<file path="config.mk">
export PLATFORM = sky130hd
export DESIGN_NAME = perm_round_engine
export DESIGN_NICKNAME = d
export VERILOG_FILES = /design/src/rtl/perm_round_engine.sv
export SDC_FILE = /design/constraint.sdc
export NUM_CORES = 1
export LEC_CHECK = 0
export CORE_UTILIZATION = 47
export DETAILED_ROUTE_END_ITERATION = 16
export PLACE_DENSITY = 0.85
export SKIP_LAST_GASP = 1
export SLEW_MARGIN = 25
export SYNTH_ARGS = -nofsm -noshare
export SYNTH_HDL_FRONTEND = slang
export SYNTH_SLANG_ARGS = --single-unit
</file>
<file path="constraint.sdc">
create_clock -name clk -period 2.7 [get_ports clk]
set_input_delay 0.27 -clock clk [delete_from_list [all_inputs] [get_ports clk]]
set_output_delay 0.27 -clock clk [all_outputs]
set_load 0.005 [all_outputs]
</file>
<file path="src/rtl/perm_round_engine.sv">
// Iterative handshaked bit-permutation engine: accepts a line, applies P for `rounds` clocks, holds result.
// Optional macro PERM_INVERSE_EN adds an `inverse` input selecting P^-1 per transaction.
module perm_round_engine #(
    parameter int unsigned LINE_SIZE = 64,
    parameter int unsigned STRIDE    = 5,
    parameter int unsigned OFFSET    = 0,
    parameter int unsigned ROUND_W   = 5
) (
    input  logic                 clk,
    input  logic                 rst,
    input  logic                 in_valid,
    output logic                 in_ready,
    input  logic [LINE_SIZE-1:0] line,
    input  logic [ROUND_W-1:0]   rounds,
`ifdef PERM_INVERSE_EN
    input  logic                 inverse,
`endif
    output logic                 out_valid,
    input  logic                 out_ready,
    output logic [LINE_SIZE-1:0] permutationOutput,
    output logic                 busy
);

    function automatic int unsigned gcd(input int unsigned a_in, input int unsigned b_in);
        int unsigned a;
        int unsigned b;
        int unsigned t;
        a = a_in;
        b = b_in;
        while (b != 0) begin
            t = a % b;
            a = b;
            b = t;
        end
        return a;
    endfunction

    // A non-coprime stride would map several outputs onto one source bit.
    if (gcd(STRIDE, LINE_SIZE) != 1) begin : g_stride_check
        $fatal(1, "perm_round_engine: STRIDE must be coprime with LINE_SIZE");
    end
    if (OFFSET >= LINE_SIZE) begin : g_offset_check
        $fatal(1, "perm_round_engine: OFFSET must be below LINE_SIZE");
    end

    typedef enum logic [1:0] {
        IDLE = 2'd0,
        RUN  = 2'd1,
        DONE = 2'd2
    } state_e;

    state_e               state_q, state_d;
    logic [LINE_SIZE-1:0] line_q,  line_d;
    logic [ROUND_W-1:0]   cnt_q,   cnt_d;
    logic [LINE_SIZE-1:0] fwd;
    logic [LINE_SIZE-1:0] round_out;

    for (genvar gi = 0; gi < LINE_SIZE; gi++) begin : g_perm
        localparam int unsigned SRC = (STRIDE * gi + OFFSET) % LINE_SIZE;
        assign fwd[gi] = line_q[SRC];
    end

`ifdef PERM_INVERSE_EN
    logic                 inv_q, inv_d;
    logic [LINE_SIZE-1:0] bwd;

    for (genvar gi = 0; gi < LINE_SIZE; gi++) begin : g_perm_inv
        localparam int unsigned DST = (STRIDE * gi + OFFSET) % LINE_SIZE;
        assign bwd[DST] = line_q[gi];
    end

    assign round_out = inv_q ? bwd : fwd;
`else
    assign round_out = fwd;
`endif

    always_ff @(posedge clk or negedge rst) begin
        if (!rst) begin
            state_q <= IDLE;
            line_q  <= '0;
            cnt_q   <= '0;
        end else begin
            state_q <= state_d;
            line_q  <= line_d;
            cnt_q   <= cnt_d;
        end
    end

`ifdef PERM_INVERSE_EN
    always_ff @(posedge clk or negedge rst) begin
        if (!rst) begin
            inv_q <= 1'b0;
        end else begin
            inv_q <= inv_d;
        end
    end
`endif

    always_comb begin
        state_d   = state_q;
        line_d    = line_q;
        cnt_d     = cnt_q;
`ifdef PERM_INVERSE_EN
        inv_d     = inv_q;
`endif
        in_ready  = 1'b0;
        out_valid = 1'b0;
        busy      = 1'b0;
        unique case (state_q)
            IDLE: begin
                in_ready = 1'b1;
                if (in_valid) begin
                    line_d  = line;
                    cnt_d   = rounds;
`ifdef PERM_INVERSE_EN
                    inv_d   = inverse;
`endif
                    state_d = (rounds != '0) ? RUN : DONE;
                end
            end
            RUN: begin
                busy   = 1'b1;
                line_d = round_out;
                cnt_d  = cnt_q - ROUND_W'(1);
                if (cnt_q == ROUND_W'(1)) begin
                    state_d = DONE;
                end
            end
            DONE: begin
                out_valid = 1'b1;
                if (out_ready) begin
                    state_d = IDLE;
                end
            end
            default: begin
                state_d = IDLE;
            end
        endcase
    end

    assign permutationOutput = line_q;

endmodule

</file>
### After elaboration in Yosys (flattened, before gate mapping)

Index checks and enable logic that the tools add are counted.

* register bits: 71
* bits of input ports: 73
* logic and storage cells: 30

* add/subtract/negate cells: 1
* equal/unequal tests: 6
* muxes and demuxes: 12
* bitwise operators: 1
* reductions and logical operators: 6

Operators with widths (number)
* 64-bit case mux with 2 select lines: 1
* 64-bit 2-to-1 mux: 1
* 5-bit case mux with 2 select lines: 1
* 2-bit 2-to-1 mux: 4
* 2-bit != test (second input constant): 3
* 2-bit case mux with 3 select lines: 1
* 3-bit AND reduction: 2
* 5-bit by 1-bit == test with 1-bit output (second input constant): 1
* 5-bit 2-to-1 mux: 1
* 5-bit nonzero test: 1
* 5-bit by 1-bit subtractor with 5-bit output (second input constant): 1
* 1-bit 2-to-1 mux: 3
* 2-bit by 1-bit == test with 1-bit output (second input constant): 1
* 2-bit == test (second input constant): 1
* 2-bit zero test: 1
* 2-bit AND reduction: 1
* 2-bit nonzero test: 1
* 1-bit inverter: 1

### Logic depth before layout (Yosys ltp)

Gate-level depths: netlist (run 1).

* word-level depth: 4
* depth in mapped cells: 6
* gate-level depth less buffers: 5

### Least setup slack after synthesis (run 1)

No wires, ideal clock.

* path kind: register -> register
* start point: register state_q[0]
* end point: register line_q[0], in the netlist permutationOutput[0]
* data arrival time: 1235 ps
* data required time: 2575 ps
* setup slack: 1340 ps
* stages on the path, launching flop included: 4
* buffers on the path: 1
* clock period less this slack: 1360 ps
* path through: dfrtp_1 buf_2 nor3b_4 mux2_2

* cells in the longest elaborated chain, start to end: 3
* elaborated cells between the ends (all ways): 4

Ends and longest elaborated chain
* start, declared: line 52 `state_e state_q, state_d;`
* start signal, assigned: line 83 `state_q <= state_d;`
* 2-bit by 1-bit == test with 1-bit output: line 109 `unique case (state_q)`
* 1-bit inverter (no line)
* 3-bit AND reduction (no line) (*)
* end signal, assigned: line 84 `line_q <= line_d;`
* end, declared: line 53 `logic [LINE_SIZE-1:0] line_q, line_d;`

Every way passes the cells marked *; elsewhere a longest branch is shown, timed or not.
A chain may end at the register's enable or synchronous reset.

### Worst setup path in the final report (run 1)

* start point: register state_q[0]
* end point: output busy

* cells in the longest elaborated chain, start to end: 2

Ends and longest elaborated chain
* 2-bit by 1-bit == test with 1-bit output: line 109
* 1-bit 2-to-1 mux: line 109
* end, declared: line 21 `output logic busy`

Every way passes these cells.

==> run_results.csv, run 1 <==
group,metric,value,unit
placed_design,placed_area,4830,um^2
clock_network,cts_setup_buffers,0,
timing,fin_crit,2.45,ns
grt,grt_pass1_vias,2799,
timing,tns,0,ns
clock_network,cts_tree,"yes",
yosys,syn_area,3420,um^2
setup_path,cp_max_fo,24,
yosys,postSynthAreaPerCell,10.6,um^2
timing,slew_viol_final,0,
layout,diodes,0,
layout,drive_gt1_share,6.10,%
placed_design,dpl.cell_count,539,
placed_design,port_buffers,139,
timing,relSlewSlack,41.0,%
drt,dr_wl_met3,562,um
yosys,ys_seq_area_share,51.9,%
setup_path,ff2ff_path_depth,5,
setup_path,cp.required,2.43,ns
clock_network,clk_latency,0.34,ns
layout,final_area,5060,um^2
grt,grtUsageTotal,23.8,%
pwr,p_per_area,1150,nW/um^2
drt,firstDrtPassIters,4,
floorplan,fp.coreArea,6910,um^2
setup_path,worstSetupPathType,"flop to output pin",
clock_network,numCtsBuffers,9,
timing,rsz0062_at_grt,"no",
yosys,synthFlopType,"dfrtp_1",
drt,routed-via-count,2853,
drt,wl_met2,4060,um
clock_network,clk_path_buf_depth,2,
setup_path,setup.worst_path.end_class,"output pin",
yosys,yosysUniqueCellTypes,35,
timing,max_freq,408,MHz
clock_network,cts_root_buffer,"clkbuf_8",
layout,final_cells,555,
timing,fin_skew,0.00977,ns
floorplan,die_w,87.3,um
clock_network,h-tree-depth,3,
layout,fin_nets,529,
job,cap_violations,0,
status,status,"finished, final reports clean",
yosys,syn_nets,398,
hold_path,min_path_type,"primary input to async pin",
placed_design,dpl.hpwl,6010,um
drt,wl_per_cell,15.2,um
clock_network,cts_resized,0,
timing,final_hold_viol_count,0,
setup_path,reg2reg_setup_slack,0.60,ns
yosys,ys_ff_latch,71,
setup_path,reg2reg_from,"state_q[0]",
pwr,power,0.00583,W
timing,setup_viol,0,
layout,area_growth_syn_to_layout,47.7,%
grt,grt_pass1_wl,13700,um
drt,dr.max_layer_used,"met4",
floorplan,design.portCount,140,
timing,tightest_slew,0.885,ns
drt,drt_iter0_drc,167,
drt,ant_nets,0,
setup_path,cp-start-kind,"flop",
drt,vias_per_cell,5.14,
grt,overflow,0,
clock_network,clk_pin_slew,0.08,ns
drt,route.detailed.drc,0,
placed_design,gp_congestion,0.890,
yosys,synth_cells,323,
yosys,synth_edf_count,0,
floorplan,std_cell_rows,30,
clock_network,cts-hold-fix-buffers,0,
timing,fin_crit_sh,90.9,%
yosys,synth.yosys.warnings,0,
pwr,vdd_ir_drop_max,0.516,mV
grt,antenna_found_initial,0,
grt,grt_max_degree,124,
drt,m1WireLength,3670,um
pwr,leakage,2.27,nW
yosys,synth-async-reset-ratio,100,%
setup_path,reg2reg_to,"permutationOutput[53]",
floorplan,die_y,87.3,um
floorplan,initial_core_util,49.6,%
drt,wl,8430,um
floorplan,die_area,7630,um^2
setup_path,cp.arrival,2.18,ns
clock_network,clock_sinks,71,
-- stage by stage --
step / setup WS [ns] / hold slack [ns] / utilization [%]
5_1_grt: 0.141 / 0.109 / 73.2
4_1_cts: 0.241 / 0.0750 / 73.2
3_3_place_gp: 0.702 / 0.454 / 70.0
3_5_place_dp: 0.628 / 0.450 / 70.0
6_report: 0.246 / 0.0253 / 73.2
2_1_floorplan: 1.34 / -0.0256 / -
-- cell families (layout without fill, tap and decap cells) --
kind of cell | after synthesis | after routing | synth area share (%)
compound gates | 76 | 76 | 12.2
simple gates | 83 | 83 | 11.1
mux | 64 | 64 | 18.9
buf+inv | 27 | 163 | 5.15
flops | 71 | 71 | 51.9
fa+ha+maj | 2 | 2 | 0.731
-- flip-flops by register name, indices dropped and copies added (netlist names) --
register           cells
cnt_q                  5
state_q                2
permutationOutput     64
-- critical path, stage by stage, from the launching register on --
cell	delay [ns]
dfrtp_1	0.64
nand2b_1	0.32
inv_6	0.32
clkdlybuf4s50_1	0.56
-- layout make-up --
cell class,instances,area (um^2)
Inverter,5,23.8
Tap cell,96,120
Clock inverter,5,81.3
Fill cell,524,1850
Sequential cell,71,1780
Timing Repair Buffer,142,1440
Multi-Input combinational cell,225,1480
Clock buffer,11,141
-- worst max-delay path by stage --
stage                from              endpoint  slack [ns]  cells after the start
5_1_grt        state_q[0]                  busy        0.14                      3
3_3_place_gp   state_q[0]                  busy        0.70                      3
6_report       state_q[0]                  busy        0.25                      3
3_5_place_dp   state_q[0]                  busy        0.63                      3
2_1_floorplan  state_q[0]  permutationOutput[0]        1.34                      3
4_1_cts        state_q[0]                  busy        0.24                      3
-- layout by cell type (no fill, tap or decap), types with 2 or more instances in the layout --
cell type / n
o21ai_0: 5
clkbuf_8: 10
nand2b_1: 5
nand2_1: 62
a211oi_1: 2
inv_1: 4
ha_1: 2
nor3b_1: 2
a21oi_1: 5
bufinv_16: 2
nor2_1: 3
buf_12: 2
clkdlybuf4s50_1: 138
o21ai_1: 57
mux2i_1: 60
dfrtp_1: 71
nand3b_1: 2
nor3_1: 2
buf_4: 2
mux2_2: 4
-- synth_stat cells (2+ instances only) --
master / n / share of area [%]
dfrtp_1: 71 / 52
nand2_1: 62 / 6.8
mux2i_1: 60 / 18
o21ai_1: 57 / 8.3
buf_2: 8 / 1.2
buf_6: 7 / 2.3
a21oi_1: 5 / 0.73
nand2b_1: 5 / 0.91
o21ai_0: 5 / 0.73
buf_1: 4 / 0.44
inv_1: 4 / 0.44
mux2_2: 4 / 1.3
nor2_1: 3 / 0.33
a211oi_1: 2 / 0.44
buf_4: 2 / 0.44
ha_1: 2 / 0.73
nand3b_1: 2 / 0.44
nor3_1: 2 / 0.29
nor3b_1: 2 / 0.44
-- report_power, final --
part / leakage, nW / internal [W] / switching, W
Clock: 0.110 / 0.000546 / 0.000397
Combinational: 1.30 / 0.00165 / 0.00116
Sequential: 0.863 / 0.00161 / 0.000469
-- metal layers --
metal / track usage, % / up-vias
met2: 38.5 / 100
met1: 30.8 / 1354
met4: 9.69 / 0
met3: 5.88 / 11
li1: - / 1388
met5: 0 / -
Note: power is estimated with default switching activity, not from simulation.
==> run 2: changes to the inputs <==
Settings changed: CORE_UTILIZATION 47 to 39, PLACE_DENSITY 0.85 to 0.76.
Clock period 2.7 ns to 2 ns, I/O delays scaled along.
==> run 2 against run 1 <==
Clock-buffer cell count grew 1; hold slack gained 0.33 ns; core utilization is 11 points lower; global-route usage decreased by 4.5 points; cell count rose by 3.1%; sequential share of layout area is 0.66 points lower; critical path depth did not move; via count is 0.60% lower; die area rose by 20%; clock skew increased by 0.0019 ns; critical path type unchanged; largest power group unchanged.
==> run_results.csv, run 2 (synthesized netlist as in run 1, its figures left out) <==
group,metric,value,unit
clock_network,h-tree-depth,3,
timing,fin_crit,1.85,ns
grt,overflow,0,
drt,route.detailed.drc,0,
setup_path,crit_family,"buffers and inverters",
setup_path,ff2ff_path_depth,3,
drt,firstDrtPassIters,4,
setup_path,reg2reg_to,"permutationOutput[48]",
setup_path,worstSetupPathType,"flop to output pin",
timing,tightest_slew,0.467,ns
clock_network,cts_root_buffer,"clkbuf_8",
layout,largest_reg_flops,64,
drt,routed-via-count,2836,
timing,final_hold_viol_count,0,
grt,grtUsageTotal,19.3,%
grt,use_met2,30.3,%
floorplan,die_y,95.7,um
clock_network,clock_sinks,71,
setup_path,cp.arrival,1.65,ns
clock_network,clk_path_buf_depth,2,
timing,fin_skew,0.0117,ns
setup_path,reg2reg_from,"state_q[0]",
placed_design,dpl.hpwl,6000,um
timing,relSlewSlack,68.5,%
grt,antenna_found_initial,0,
timing,tns,0,ns
setup_path,reg2reg_setup_slack,0.54,ns
layout,diodes,0,
clock_network,clk_pin_slew,0.08,ns
setup_path,path_cells,"buf_4 -> nor2b_1 -> clkdlybuf4s50_1",
layout,fin_nets,537,
floorplan,die_w,95.7,um
setup_path,cp_slowest_cell,"clkdlybuf4s50_1",
pwr,vdd_ir_drop_max,0.647,mV
clock_network,cts_tree,"yes",
timing,max_freq,541,MHz
pwr,p_per_area,1530,nW/um^2
floorplan,fp.coreArea,8340,um^2
timing,rsz0062_at_grt,"no",
clock_network,numCtsBuffers,9,
floorplan,design.portCount,140,
setup_path,cp_slowest_stage_delay,0.53,ns
grt,grt_util_met3,6.08,%
grt,grt_pass1_wl,13400,um
layout,fin_util,61.8,%
grt,grt_pass1_vias,2811,
clock_network,clk_latency,0.34,ns
grt,grt_max_degree,69,
grt,top_usage_layer,"met2",
floorplan,die_area,9160,um^2
timing,setup_viol,0,
drt,wl,8570,um
setup_path,cp-start-kind,"flop",
setup_path,critPathBufInv,2,
job,cap_violations,0,
floorplan,initial_core_util,41.0,%
setup_path,setup.worst_path.end_class,"output pin",
drt,ant_nets,0,
hold_path,min_path_type,"primary input to async pin",
setup_path,cp.required,1.80,ns
drt,drt_iter0_drc,63,
layout,area_growth_syn_to_layout,50.5,%
drt,wl_per_cell,15.0,um
pwr,leakage,2.31,nW
timing,slew_viol_final,0,
pwr,power,0.00789,W
grt,use_met1,24.9,%
setup_path,cp_max_fo,12,
layout,drive_gt1_share,7.49,%
layout,final_common_cell,"clkdlybuf4s50_1",
placed_design,port_buffers,139,
status,status,"finished, final reports clean",
placed_design,gp_congestion,0.872,
placed_design,placed_area,4920,um^2
layout,final_cell_mix,"138 x clkdlybuf4s50_1, 71 x dfrtp_1, 62 x nand2_1",
floorplan,std_cell_rows,33,
drt,vias_per_cell,4.96,
layout,final_area,5150,um^2
timing,fin_crit_sh,92.4,%
run 2: cell types whose count changed in the layout (fill, tap and decap cells not counted):
cell and change:
nand2b_4 +1, dlygate4sd3_1 +1, buf_4 +4, clkbuf_1 +1, nand2b_1 -1, clkinv_2 -1
buf_12 +2, inv_16 +1, clkinv_4 +1, bufinv_16 -1
run 2: repair_timing:
action	in CTS	in global routing
gates resized for setup	0	6
buffers inserted	0	0
endpoints found under the setup margin	0	1
hold buffers	1	0
hold endpoints to repair	35	0
run 2: worst max path at each step:
stage	from	to	slack (ns)	depth (start not counted)
after floorplan	state_q[0]	permutationOutput[0]	0.64	3
after global placement	in_valid	permutationOutput[48]	0.31	3
after detailed placement	in_valid	permutationOutput[16]	0.24	3
after CTS	state_q[1]	busy	0.006	3
after global routing	state_q[0]	out_valid	0.08	3
final	state_q[0]	out_valid	0.15	3
run 2: worst register-to-register path, delay by kind of cell (launching register included):
kind,cells,cell delay (ns)
mux,1,0.38
buf+inv,1,0.20
flops,1,0.41
simple gates,1,0.37
run 2: final cells by class:
type                            count  area, um^2
Fill cell                         702        3190
Timing Repair inverter              1        8.76
Sequential cell                    71        1780
Clock buffer                       12         145
Multi-Input combinational cell    225        1490
Tap cell                          105         131
Clock inverter                      4        55.1
Timing Repair Buffer              149        1520
Inverter                            5        35.0
run 2: power by group:
| part | internal [W] | leakage [nW] | switching, W | total (W) |
|---|---|---|---|---|
| clock | 0.000616 | 0.0968 | 0.000538 | 0.00115 |
| combinational | 0.00231 | 1.35 | 0.00165 | 0.00397 |
| sequential | 0.00217 | 0.863 | 0.000598 | 0.00277 |
run 2: stage by stage:
step / hold slack [ns] / std cells / worst slack (ns)
2_1_floorplan: -0.0956 / 323 / 0.640
6_report: 0.355 / 572 / 0.152
3_5_place_dp: 0.192 / 554 / 0.242
3_3_place_gp: 0.189 / 554 / 0.307
4_1_cts: 0.368 / 571 / 0.00558
5_1_grt: 0.384 / 572 / 0.0764
run 2: layer usage:
layer	up-vias	part of all wire [%]
met5	-	0
met4	0	1.8
met3	13	7.6
met2	90	44
met1	1329	46
li1	1404	-
==> run 3: changes to the inputs <==
Settings changed: CAP_MARGIN set to 20, CORE_MARGIN set to 2.
==> run 3 against run 2 <==
Fmax is 3.0% lower; hold slack better by 0.049 ns; sequential power hardly changed; largest cell class unchanged; global-route usage is 1.1 points lower; largest power group unchanged; total power hardly changed; sequential cell count stayed put.
==> run_results.csv, run 3 (synthesized netlist as in run 1, its figures left out) <==
group,metric,value,unit
layout,final_common_cell,"clkdlybuf4s50_1",
setup_path,worstSetupPathType,"flop to output pin",
timing,tightest_slew,0.553,ns
timing,relSlewSlack,63.1,%
clock_network,clk_path_buf_depth,2,
grt,grt_max_degree,64,
drt,drt_iter0_drc,58,
setup_path,cp_slowest_cell,"clkdlybuf4s50_1",
drt,route.detailed.drc,0,
drt,vias_per_cell,4.98,
pwr,vdd_ir_drop_max,0.804,mV
pwr,combPwrFrac,50.4,%
clock_network,clk_latency,0.34,ns
pwr,seq_power_share,35.1,%
pwr,p_per_area,1530,nW/um^2
grt,grtUsageTotal,18.2,%
drt,wl_per_cell,14.9,um
floorplan,die_y,97.7,um
floorplan,design.portCount,140,
layout,largest_reg_flops,64,
timing,slew_viol_final,0,
setup_path,cp.required,1.80,ns
timing,fin_crit_sh,95.2,%
clock_network,clock_sinks,71,
placed_design,gp_congestion,0.803,
pwr,internal_power,0.00515,W
placed_design,dpl.hpwl,6070,um
floorplan,fp.coreArea,8640,um^2
grt,use_met1,24.3,%
floorplan,die_area,9540,um^2
pwr,netSwitchingFraction,34.7,%
layout,drive_gt1_share,6.88,%
drt,wl,8540,um
layout,fin_nets,535,
setup_path,cp-start-kind,"flop",
layout,final_cells,573,
timing,max_freq,525,MHz
drt,ant_nets,0,
clock_network,clk_pin_slew,0.08,ns
pwr,clockPowerShare,14.5,%
timing,final_hold_viol_count,0,
job,cap_violations,0,
drt,routed-via-count,2852,
hold_path,min_path_type,"primary input to async pin",
layout,area_growth_syn_to_layout,50.6,%
setup_path,cp_max_fo,22,
floorplan,die_w,97.7,um
setup_path,crit_family,"buffers and inverters",
setup_path,cp.arrival,1.70,ns
setup_path,cp_slowest_stage_delay,0.52,ns
pwr,leakage,2.31,nW
grt,grt_util_met3,6.12,%
clock_network,cts_tree,"yes",
timing,fin_crit,1.90,ns
grt,top_usage_layer,"met2",
grt,use_met2,29.0,%
timing,setup_viol,0,
status,status,"finished, final reports clean",
setup_path,setup.worst_path.end_class,"output pin",
placed_design,dpl.cell_count,556,
timing,fin_skew,0.0109,ns
floorplan,std_cell_rows,34,
clock_network,cts_root_buffer,"clkbuf_8",
grt,grt_pass1_wl,14200,um
timing,tns,0,ns
placed_design,port_buffers,139,
setup_path,path_cells,"nand2b_1 -> bufinv_16 -> clkdlybuf4s50_1",
clock_network,h-tree-depth,3,
clock_network,numCtsBuffers,9,
pwr,power,0.00788,W
grt,antenna_found_initial,0,
layout,diodes,0,
setup_path,critPathBufInv,2,
clock_network,cts_setup_buffers,0,
floorplan,initial_core_util,39.6,%
drt,firstDrtPassIters,4,
grt,overflow,0,
layout,final_cell_mix,"138 x clkdlybuf4s50_1, 71 x dfrtp_1, 62 x nand2_1",
pwr,netSwitchingPower,0.00273,W
grt,grt_pass1_vias,2909,
run 3: cell count changes in the layout (fill, tap and decap cells not counted):
cell       delta
inv_16        -1
buf_12        +1
bufinv_16     +1
buf_4         -2
nand2b_1      +1
inv_6         -1
nand2b_4      -1
run 3: worst paths after layout:
check | start | to | slack (ns) | depth (start not counted)
max | state_q[1] | busy | 0.1 | 3
min | rst | permutationOutput[48] | 0.40 | 2
max reg2reg | state_q[1] | permutationOutput[15] | 0.46 | 5
min reg2reg | permutationOutput[48] | permutationOutput[48] | 0.51 | 1
max in group asynchronous | rst | permutationOutput[3] | 1.01 | 3
min in group clk | line[48] | permutationOutput[48] | 0.48 | 2
run 3: cell type report:
class | instances | area [um^2]
Sequential cell | 71 | 1780
Timing Repair Buffer | 148 | 1520
Inverter | 5 | 45.0
Tap cell | 108 | 135
Clock buffer | 12 | 145
Fill cell | 737 | 3480
Multi-Input combinational cell | 225 | 1480
Clock inverter | 4 | 55.1
run 3: power groups by stage:
stage	combinational [W]	sequential, W	clock [W]
2_1_floorplan	0.00205	0.00272	0
3_3_place_gp	0.00387	0.00277	0
3_5_place_dp	0.00396	0.00279	0
4_1_cts	0.00397	0.00278	0.00118
5_1_grt	0.00436	0.00287	0.00126
6_report	0.00397	0.00277	0.00115
run 3: through the flow:
step / hold slack (ns) / area, um^2 / setup slack (ns) / utilization, %
final: 0.404 / 5160 / 0.0963 / 59.7
after global routing: 0.440 / 5160 / -0.00438 / 59.7
after CTS: 0.396 / 5130 / 0.0375 / 59.5
after detailed placement: 0.219 / 4920 / 0.264 / 57.0
after global placement: 0.221 / 4920 / 0.289 / 57.0
after floorplan: -0.0956 / 3420 / 0.640 / -
run 3: timing repair:
action | CTS | global route
endpoints found under the setup margin | 0 | 1
hold buffers | 1 | 0
endpoints found under the hold margin | 38 | 0
gates resized for setup | 0 | 3
run 3: layer usage:
metal / part of all wire (%) / vias to the layer above
met2: 48 / 88
met4: 0.67 / 0
met5: 0 / -
met3: 6.7 / 4
li1: - / 1400
met1: 45 / 1360
